## src/rtl/tube_pkg.sv

```systemverilog
// Shared constants and types for the eight-digit 7-segment tube driver.
// Holds the digit count, the all-off level, the hex segment table and the digit index type.
package tube_pkg;

   localparam int DIGITS = 8;

   localparam logic [7:0] SEG_OFF = 8'h00;

   // Segment patterns {dp,g,f,e,d,c,b,a} for hex digits 0..F; dp is always 0.
   localparam logic [7:0] SEG_LUT [16] = '{
      8'h3F, 8'h06, 8'h5B, 8'h4F,
      8'h66, 8'h6D, 8'h7D, 8'h07,
      8'h7F, 8'h6F, 8'h77, 8'h7C,
      8'h39, 8'h5E, 8'h79, 8'h71
   };

   typedef logic [2:0] digit_idx_t;

endpackage

```

## src/rtl/tube_hex2seg.sv

```systemverilog
// Combinational nibble to 7-segment decode using the shared table.
// Ports: nibble (4-bit hex value in), seg (8-bit {dp,g,f,e,d,c,b,a} out, active-high).
module tube_hex2seg
   import tube_pkg::*;
(
   input  logic [3:0] nibble,
   output logic [7:0] seg
);

   assign seg = SEG_LUT[nibble];

endmodule

```

## src/rtl/tube_display.sv

```systemverilog
// Eight-digit multiplexed 7-segment driver fed by the tube IO write path.
// Ports: clk, rst_n (synchronous, active-high), TubeCtrl_i/iow_i/iowrite_data_i (write),
//   seg_en_o (one-hot digit enable), seg_out_o ({dp,g..a}), disp_data_o (display readback).
// Optional macro TUBE_LEAD_ZERO_BLANK_EN blanks leading-zero digits 1..7.
module tube_display
   import tube_pkg::*;
#(
   parameter int   SCAN_DIV = 100000,
   parameter logic SEG_POL  = 1'b1
)(
   input  logic        clk,
   input  logic        rst_n,
   input  logic        TubeCtrl_i,
   input  logic        iow_i,
   input  logic [31:0] iowrite_data_i,
   output logic [7:0]  seg_en_o,
   output logic [7:0]  seg_out_o,
   output logic [31:0] disp_data_o
);

   localparam int CW = $clog2(SCAN_DIV);

   // Level driven on the pins when nothing is lit, after polarity.
   localparam logic [7:0] OFF_LVL = SEG_POL ? SEG_OFF : ~SEG_OFF;

   logic [31:0]   disp;
   logic [CW-1:0] div_cnt;
   digit_idx_t    idx;
   logic          tick;
   logic [3:0]    nib;
   logic [7:0]    seg_raw;
   logic          blank;
   logic [7:0]    en_nxt;
   logic [7:0]    seg_nxt;

   assign tick        = (div_cnt == CW'(SCAN_DIV - 1));
   assign nib         = disp[{idx, 2'b00} +: 4];
   assign disp_data_o = disp;

   tube_hex2seg u_hex2seg (
      .nibble (nib),
      .seg    (seg_raw)
   );

   always_comb begin
      blank = 1'b0;
`ifdef TUBE_LEAD_ZERO_BLANK_EN
      // Digit i is a leading zero when every nibble from i upward is zero.
      blank = (idx != '0) && ((disp >> {idx, 2'b00}) == 32'd0);
`endif
      en_nxt  = blank ? SEG_OFF : (8'b1 << idx);
      seg_nxt = blank ? SEG_OFF : seg_raw;
      if (!SEG_POL) begin
         en_nxt  = ~en_nxt;
         seg_nxt = ~seg_nxt;
      end
   end

   always_ff @(posedge clk) begin
      if (rst_n) begin
         disp      <= 32'd0;
         div_cnt   <= '0;
         idx       <= '0;
         seg_en_o  <= OFF_LVL;
         seg_out_o <= OFF_LVL;
      end else begin
         if (TubeCtrl_i && iow_i) begin
            disp <= iowrite_data_i;
         end
         if (tick) begin
            div_cnt <= '0;
            idx     <= idx + 3'd1;
         end else begin
            div_cnt <= div_cnt + CW'(1);
         end
         seg_en_o  <= en_nxt;
         seg_out_o <= seg_nxt;
      end
   end

endmodule
```

## config.mk

```make
export PLATFORM = sky130hd
export DESIGN_NAME = tube_display
export DESIGN_NICKNAME = d
export VERILOG_FILES = /design/src/rtl/tube_pkg.sv /design/src/rtl/tube_hex2seg.sv /design/src/rtl/tube_display.sv
export SDC_FILE = /design/constraint.sdc
export NUM_CORES = 1
export LEC_CHECK = 0
export ABC_CLOCK_PERIOD_IN_PS = 6650
export BUFFER_PORTS_ARGS = -buffer_cell sky130_fd_sc_hd__buf_2
export CORE_MARGIN = 2
export CORE_UTILIZATION = 30
export DETAILED_ROUTE_END_ITERATION = 8
export GPL_TIMING_DRIVEN = 1
export PLACE_DENSITY_LB_ADDON = 0.08
export SLEW_MARGIN = 20
export SYNTH_ARGS = -nofsm -noshare
export SYNTH_HDL_FRONTEND = slang
export SYNTH_SLANG_ARGS = --single-unit
```

## constraint.sdc

```tcl
create_clock -name clk -period 6.65 [get_ports clk]
set_input_delay 0.3325 -clock clk [delete_from_list [all_inputs] [get_ports clk]]
set_output_delay 0.3325 -clock clk [all_outputs]
set_load 0.05 [all_outputs]
```

Word-level counts from Yosys, hierarchy flattened --
Memory sizes are Yosys's and may differ from the RTL's. A register that Yosys moved wholly into a read port is not among the register bits. Cells that the tools add are included.
Operators by class: add/sub/neg operators 2, equality and inequality tests 1, bitwise gates (word level) 1, shift-type cells 2, reductions and logical operators 2
Operator list (number):
- $shiftx A32 B6 Y4 | 1
- $add A17 B1 Y17 const B | 1
- $eq A17 B17 Y1 const B | 1
- $shl A1 B3 Y8 const A | 1
- $not A4 Y5 | 1
- $add A3 B1 Y3 const B | 1
- $reduce_or A2 Y1 | 1
- $logic_and A1 B1 Y1 | 1
Storage, ports and cells: bits in read-only memories 128, memories 1, input port bits 36, word-level logic and storage cells 13, output and inout port bits 48, register bits 60
Memory list:
- (name not given) | depth 16, bits a word 8, rd ports 1, clocked after Yosys merged registers in 1, wr ports 0, line tube_hex2seg.sv:10 | assign seg = SEG_LUT[nibble];

Logic depth before layout (Yosys ltp) --
Gate-level depths: netlist (run 1).
depth in word-level cells 2, mapped depth 8, gate-level depth less buffers 7

Hierarchy --
A second synthesis (run 1) with hierarchy kept.
Unflattened totals: cells, all modules 334, area total of the unflattened synthesis 3007.9 sq um
Modules (own cells, without submodules):
- tube_display | area an instance 2708.8 sq um, seq. area each 1361.3 sq um, cells each 299, times used 1
- tube_hex2seg | area an instance 299.0 sq um, seq. area each 0.0 sq um, cells each 35, times used 1

Least setup slack after synthesis (run 1) --
No wires, ideal clock.
kind register to register, start register idx[0], end register seg_out_o[3], clock period less this slack 2228 ps, setup time 117 ps, buffers on the path 1, arrival time 2111 ps, slack 4422 ps, data required time 6533 ps, stages on the path, launching flop included 9, path through dfxtp_1 > buf_4 > mux4_2 > mux2_2 > inv_1 > ha_1 > nand3_1 > o21ai_0 > a32o_1
Between the ends: word-level cells in the longest chain between the ends 2
RTL lines:
- start, declared | line tube_display.sv:28 | digit_idx_t idx;
- start signal, assigned | line tube_display.sv:72 | idx <= idx + 3'd1;
- $shiftx A32 B6 Y4 | line tube_display.sv:37 | assign nib = disp[{idx, 2'b00} +: 4];
- $not A4 Y5 (not written as such) | line tube_hex2seg.sv:10
- end, declared | line tube_display.sv:17 | output logic [7:0] seg_out_o,
No other way between the ends. A chain may end at the register's enable or synchronous reset.

Worst setup path after layout (run 1) --
start register idx[0], end register seg_out_o[1]
The elaborated chain is that of the path after synthesis.

==> summary.log, run 1 <==
qor: route.drt-pass1-iter-count 4
qor: clocking.clock_tree_from_tritoncts done
qor: timing.finalHoldViolCount 0
qor: floorplan.io_pins 84
qor: yosys.synth.net_count 378
qor: clocking.clk_latency 0.34 ns
qor: worst_setup_path.setup.worst_path.end_class flip-flop
qor: timing.fin_hold_ws 0.2184 ns
qor: timing.final-setup-viol-count 0
qor: floorplan.floorplan.die_area 10580 µm²
qor: place.buffer_ports.inserted 82
qor: power_and_ir_drop.max-vdd-ir-drop 96.80 µV
qor: yosys.synth_area_leader_cell sky130_fd_sc_hd__dfxtp_1
qor: yosys.netlist_area 2932 µm²
qor: yosys.synth.lib_cells_used.distinct 43
qor: yosys.yosys_warning_total 0
qor: place.post_dp_cell_area 3421 µm²
qor: yosys.seq_area_frac_synth 45.75%
qor: timing.finalMaxSlewViolations 0
qor: timing.setup_tns 0 ns
qor: clocking.root_buffer sky130_fd_sc_hd__clkbuf_8
qor: global_route.grt_first_pass_wirelength 11.34 mm
qor: global_route.total_grt_overflow 0
qor: finish.num-fill-cells 1023
qor: global_route.globalRouteTotalUtil 14.11%
qor: worst_setup_path.cp_data_arrival_time 2.90 ns
qor: timing.fin_skew 0.007603 ns
qor: worst_setup_path.critical_path_peak_fanout 14
qor: yosys.ys.flop_type sky130_fd_sc_hd__dfxtp_1
qor: route.remaining_drc_errors 0
qor: finish.final_layout_size_suffix_gt1_share 27.14%
qor: route.drt_first_iter_violations 77
qor: timing.fmax 376.3 MHz
qor: place.gp_congestion 0.7804
qor: global_route.maximum_number_of_pins_on_one_net_before_global_route_repair 45
qor: power_and_ir_drop.pwr_density_cell 252.9 nW/µm²
qor: floorplan.std_cell_rows 36
qor: clocking.cts_buffers 9
qor: clocking.cts_setup_buffers 0
qor: clocking.post_cts_hold_buffer_count 0
qor: clocking.count_of_h_tree_levels_built_during_cts 3
qor: yosys.postSynthRegisterBits 67
qor: route.via_count 2416
qor: floorplan.floorplan.initialDensity 30.41%
qor: timing.slew_headroom 41.52%
qor: status.outcome finished clean
qor: clocking.clock_sink_count 67
qor: clocking.post_cts_resize_count 0
qor: floorplan.core_region_area 9639 µm²
qor: timing.grt_setup_unrepaired no
qor: flow_run.max_cap_viols 0
qor: finish.finish.cell_count_without_fillers 542
qor: yosys.synthTopCellsByArea sky130_fd_sc_hd__dfxtp_1, sky130_fd_sc_hd__nand2_1, sky130_fd_sc_hd__a21oi_1
qor: finish.n_antenna_cell 0
qor: place.detailed_place_hpwl 5.024 mm
qor: finish.final_core_utilization 37.86%
qor: worst_setup_path.worst-setup-path-type reg2reg
qor: yosys.synth_top_cell_area_share 45.75%
qor: clocking.buffer_levels_on_the_longest_clock_path 2
qor: route.post_drt_wl_per_cell 13.28 µm
qor: clocking.clk_pin_slew 0.08 ns
qor: timing.timing_worst_slew_pin_value 0.8772 ns
qor: finish.multiInputGateArea 1479 µm²
qor: min_path.hold_path.class in2reg
qor: floorplan.die_width 102.9 µm
qor: finish.layout.nets 452
qor: yosys.ys_async_sr_fraction 0%
qor: route.route.antenna.remaining_nets 0
qor: global_route.first_global_vias 2227
qor: worst_setup_path.crit_path_launch_type flip-flop
qor: timing.final_min_period_over_clock_period 39.97%
qor: finish.finalInstanceArea 3650 µm²
qor: finish.seq_area 1341 µm²
qor: route.route.final.wire_length 7.200 mm
qor: place.placed_cells 526
qor: timing.fin_crit 2.658 ns
qor: yosys.syn-mean-instance-area 8.884 µm²
qor: route.detail_route.vias_per_cell 4.458
qor: yosys.number_of_flops_mapped_to_enable_cells_by_yosys 0
qor: global_route.initial_antenna_violation_count 0
qor: yosys.syn-instance-count 330
qor: power_and_ir_drop.power.leakage 1.554 nW
qor: finish.area_delta_synth_final 24.50%
qor: worst_setup_path.cp.required 6.89 ns
qor: floorplan.die_height 102.9 µm
==> layer usage <==
layer	part of all wire, %	vias to the layer above	track usage [%]	wire length [µm]
met4	1.3	0	4.555	96
met2	40	66	19.11	2875
li1	-	1243	-	-
met3	6.1	8	5.288	440
met1	53	1099	20.56	3788
met5	0	-	0	0
==> through the flow <==
stage	power [mW]	setup slack [ns]
floorplan	0.5175	4.422
global placement	0.5510	4.071
detailed placement	0.5503	3.964
CTS	0.9346	3.940
global route	0.9632	3.768
finish	0.9230	3.992
==> layout by cell type, fill, tap and decap left out, types with 3 or more instances in the layout <==
cell	synthesis	final
sky130_fd_sc_hd__and3_1	5	5
sky130_fd_sc_hd__nor2b_1	4	4
sky130_fd_sc_hd__inv_1	7	7
sky130_fd_sc_hd__xor2_1	10	10
sky130_fd_sc_hd__buf_2	2	82
sky130_fd_sc_hd__nor3_1	5	5
sky130_fd_sc_hd__xnor2_1	6	6
sky130_fd_sc_hd__ha_1	12	12
sky130_fd_sc_hd__a21oi_1	33	33
sky130_fd_sc_hd__nor2_1	28	28
sky130_fd_sc_hd__nand2_1	78	77
sky130_fd_sc_hd__mux4_2	5	5
sky130_fd_sc_hd__and2_1	9	8
sky130_fd_sc_hd__mux2_2	3	3
sky130_fd_sc_hd__clkbuf_8	0	10
sky130_fd_sc_hd__nand3_1	5	5
sky130_fd_sc_hd__mux2i_1	7	7
sky130_fd_sc_hd__dfxtp_1	67	67
==> critical path: stages (launching register included) <==
cell and delay, ns:
sky130_fd_sc_hd__dfxtp_1 0.82, sky130_fd_sc_hd__mux4_2 0.59, sky130_fd_sc_hd__mux2_2 0.33, sky130_fd_sc_hd__inv_1 0.14, sky130_fd_sc_hd__ha_1 0.27, sky130_fd_sc_hd__nor2_1 0.11
sky130_fd_sc_hd__a211oi_1 0.05, sky130_fd_sc_hd__a311oi_1 0.24
==> flip-flops by register name, indices dropped and copies added (netlist names) <==
register / count
disp_data_o: 32
div_cnt: 17
seg_en_o: 8
seg_out_o: 7
idx: 3
==> where the power goes <==
| group | switching (mW) | internal (mW) | total, mW | leakage, nW |
|---|---|---|---|---|
| clock network | 0.162 | 0.221 | 0.383 | 0.108 |
| registers | 0.00936 | 0.415 | 0.425 | 0.547 |
| logic | 0.0828 | 0.0325 | 0.115 | 0.898 |
| total | 0.254 | 0.669 | 0.923 | 1.55 |
==> kinds of logic (layout without fill, tap and decap cells) <==
| kind of cell | after synthesis | after routing | synth area share, % |
|---|---|---|---|
| AO/OA/AOI/OAI | 43 | 43 | 8.579 |
| buffers and inverters | 26 | 105 | 3.927 |
| AND/OR/NAND/NOR | 147 | 147 | 22.54 |
| other | 1 | 1 | 0.1279 |
| multiplexers | 18 | 18 | 9.176 |
| XOR/XNOR | 16 | 16 | 4.780 |
| adder cells (fa/ha/maj) | 12 | 12 | 5.122 |
| flip-flops | 67 | 67 | 45.75 |
==> synth_stat cells (2+ instances only) <==
cell	instances
sky130_fd_sc_hd__xor2_1	10
sky130_fd_sc_hd__nand3_1	5
sky130_fd_sc_hd__ha_1	12
sky130_fd_sc_hd__nor3_1	5
sky130_fd_sc_hd__buf_4	2
sky130_fd_sc_hd__nor2b_1	4
sky130_fd_sc_hd__and4_1	2
sky130_fd_sc_hd__buf_2	2
sky130_fd_sc_hd__nor3b_1	2
sky130_fd_sc_hd__mux2_2	3
sky130_fd_sc_hd__mux4_2	5
sky130_fd_sc_hd__o221a_1	2
sky130_fd_sc_hd__clkbuf_1	13
sky130_fd_sc_hd__and2_1	9
sky130_fd_sc_hd__and3_1	5
sky130_fd_sc_hd__nand4_1	2
sky130_fd_sc_hd__nand2_1	78
sky130_fd_sc_hd__dfxtp_1	67
sky130_fd_sc_hd__inv_1	7
sky130_fd_sc_hd__nor2_1	28
sky130_fd_sc_hd__mux2i_1	7
sky130_fd_sc_hd__a21oi_1	33
sky130_fd_sc_hd__nor3_2	2
sky130_fd_sc_hd__xnor2_1	6
==> final cells by class <==
cell class	count	share of cell area, %
Clock inverter	6	2.434
Multi-Input combinational cell	237	40.52
Inverter	7	0.7199
Clock buffer	10	3.771
Timing Repair Buffer	82	11.24
Sequential cell	67	36.75
Tap cell	133	4.559
==> final timing paths <==
check | cells past startpoint | slack [ns] | start | end
setup / recovery | 7 | 3.99 | idx[0]$_SDFFE_PP0N_ | seg_out_o[1]$_SDFF_PP0_
hold / removal | 3 | 0.22 | iowrite_data_i[0] | disp_data_o[0]$_SDFFE_PP0P_
setup reg to reg | 7 | 3.99 | idx[0]$_SDFFE_PP0N_ | seg_out_o[1]$_SDFF_PP0_
hold reg to reg | 1 | 0.45 | div_cnt[0]$_SDFF_PP0_ | div_cnt[0]$_SDFF_PP0_
(Power assumes the default switching activity.)
==> inputs of run 2 (changes only) <==
Settings changed: ABC_CLOCK_PERIOD_IN_PS 6650 to 2700.
Clock period 6.65 ns to 2.7 ns, I/O delays scaled along.
==> summary.log, run 2 (synthesis results as in run 1) <==
qor: power_and_ir_drop.pwr_density_cell 593.1 nW/µm²
qor: route.post_drt_wl_per_cell 13.34 µm
qor: finish.largest_register_ffs 32
qor: place.gp_congestion 0.7696
qor: finish.final_core_utilization 37.80%
qor: timing.slew_headroom 61.69%
qor: worst_setup_path.critical_path_peak_fanout 7
qor: timing.setup_tns 0 ns
qor: global_route.first_global_vias 2313
qor: clocking.cts_buffers 9
qor: flow_run.max_cap_viols 0
qor: clocking.clock_sink_count 67
qor: place.detailed_place_hpwl 5.255 mm
qor: route.route.final.wire_length 7.286 mm
qor: min_path.cells_on_worst_hold_path 3
qor: timing.grt_setup_unrepaired no
qor: clocking.count_of_h_tree_levels_built_during_cts 3
qor: power_and_ir_drop.max-vdd-ir-drop 182.0 µV
qor: global_route.globalRouteTotalUtil 14.48%
qor: clocking.buffer_levels_on_the_longest_clock_path 2
qor: timing.fin_crit 2.336 ns
qor: worst_setup_path.cp_data_arrival_time 2.58 ns
qor: route.route.met3.wl 365 µm
qor: worst_setup_path.slowest_stage sky130_fd_sc_hd__dfxtp_1
qor: finish.n_antenna_cell 0
qor: worst_setup_path.setup.worst_path.end_class flip-flop
qor: global_route.maximum_number_of_pins_on_one_net_before_global_route_repair 33
qor: min_path.min-delay-start iowrite_data_i[5]
qor: route.route.antenna.remaining_nets 0
qor: floorplan.die_width 102.9 µm
qor: route.drt-pass1-iter-count 4
qor: global_route.initial_antenna_violation_count 0
qor: global_route.grt_first_pass_wirelength 11.79 mm
qor: timing.fin_skew 0.006641 ns
qor: worst_setup_path.r2r.worst_path.cells 7
qor: timing.final-setup-viol-count 0
qor: worst_setup_path.worst-setup-path-type reg2reg
qor: route.routed.top_layer met4
qor: timing.fmax 428.2 MHz
qor: worst_setup_path.setup.reg_to_reg.worst_slack 0.36 ns
qor: min_path.hold_path_end disp_data_o[5]$_SDFFE_PP0P_
qor: worst_setup_path.cp.required 2.94 ns
qor: worst_setup_path.worst_path_dominant_cell_family multiplexers
qor: timing.finalHoldViolCount 0
qor: worst_setup_path.reg2reg_to seg_out_o[1]$_SDFF_PP0_
qor: floorplan.floorplan.initialDensity 30.41%
qor: power_and_ir_drop.power.leakage 1.563 nW
qor: clocking.post_cts_resize_count 0
qor: route.drt_first_iter_violations 76
qor: clocking.clk_latency 0.33 ns
qor: clocking.post_cts_hold_buffer_count 0
qor: finish.final_layout_size_suffix_gt1_share 27.12%
qor: timing.timing_worst_slew_pin_value 0.5746 ns
qor: floorplan.floorplan.die_area 10580 µm²
qor: floorplan.std_cell_rows 36
qor: finish.num-fill-cells 1071
qor: timing.finalMaxSlewViolations 0
qor: worst_setup_path.critical_path.max_stage_delay 0.56 ns
qor: timing.final_min_period_over_clock_period 86.50%
qor: floorplan.core_region_area 9639 µm²
qor: worst_setup_path.rr_startpoint idx[0]$_SDFFE_PP0N_
qor: route.m1WireLength 3.839 mm
qor: clocking.clk_pin_slew 0.07 ns
qor: floorplan.die_height 102.9 µm
qor: clocking.clock_tree_from_tritoncts done
qor: min_path.hold_path.class in2reg
qor: route.via_count 2403
qor: finish.area_delta_synth_final 24.28%
qor: worst_setup_path.crit_path_launch_type flip-flop
qor: clocking.cts_setup_buffers 0
qor: finish.layout.nets 456
qor: worst_setup_path.worst-path-buf-inv 1
qor: worst_setup_path.worstPathCellList mux4_2 > mux2_2 > inv_1 > ha_1 > nor2_1 > a211oi_1 > a311oi_1
qor: finish.most-common-layout-cells sky130_fd_sc_hd__buf_2, sky130_fd_sc_hd__nand2_1, sky130_fd_sc_hd__dfxtp_1
qor: worst_setup_path.startpoint_of_the_most_critical_setup_path idx[0]$_SDFFE_PP0N_
qor: route.met2WireLength 3.029 mm
qor: floorplan.io_pins 84
qor: global_route.total_grt_overflow 0
qor: clocking.root_buffer sky130_fd_sc_hd__clkbuf_8
qor: route.remaining_drc_errors 0
qor: finish.layout.cells.most_common sky130_fd_sc_hd__buf_2
qor: status.outcome finished clean
qor: timing.fin_hold_ws 0.02945 ns
qor: place.buffer_ports.inserted 82
qor: route.detail_route.vias_per_cell 4.401
[run 2: worst max-delay path by stage]
stage / endpoint / slack (ns) / depth (start not counted)
2_1_floorplan: seg_out_o[3]$_SDFF_PP0_ / 0.47 / 8
5_1_grt: seg_out_o[1]$_SDFF_PP0_ / 0.15 / 7
3_3_place_gp: seg_out_o[3]$_SDFF_PP0_ / 0.39 / 7
4_1_cts: seg_out_o[1]$_SDFF_PP0_ / 0.32 / 7
3_5_place_dp: seg_out_o[1]$_SDFF_PP0_ / 0.35 / 7
6_report: seg_out_o[1]$_SDFF_PP0_ / 0.36 / 7
[run 2: metal layers]
| metal | up-vias | GRT usage [%] |
|---|---|---|
| li1 | 1250 | - |
| met1 | 1084 | 21.86 |
| met4 | 0 | 4.858 |
| met3 | 5 | 4.136 |
| met5 | - | 0 |
| met2 | 64 | 19.56 |
[run 2: worst min-delay path: stages]
cell	delay (ns)
sky130_fd_sc_hd__buf_2	0.09
sky130_fd_sc_hd__nand2_1	0.04
sky130_fd_sc_hd__a21oi_1	0.05
[run 2: report_power, final]
part / internal, mW / switching [mW]
clock network: 0.448 / 0.380
logic: 0.0822 / 0.204
registers: 1.02 / 0.0239
[run 2: layout make-up]
class	count	area, µm²	area share, %
Timing Repair Buffer	86	440.4	12.09
Inverter	7	26.28	0.7212
Tap cell	133	166.4	4.567
Multi-Input combinational cell	237	1475	40.49
Clock buffer	11	141.4	3.881
Sequential cell	67	1341	36.81
Clock inverter	5	52.55	1.442
[run 2: stage by stage]
| stage | setup WS [ns] | area [µm²] | total power [mW] | cells |
|---|---|---|---|---|
| after detailed placement | 0.3545 | 3450 | 1.359 | 530 |
| final | 0.3644 | 3643 | 2.161 | 546 |
| after global placement | 0.3937 | 3450 | 1.361 | 530 |
| after CTS | 0.3170 | 3643 | 2.190 | 546 |
| after global routing | 0.1459 | 3643 | 2.272 | 546 |
| after floorplan | 0.4720 | 2932 | 1.274 | 330 |
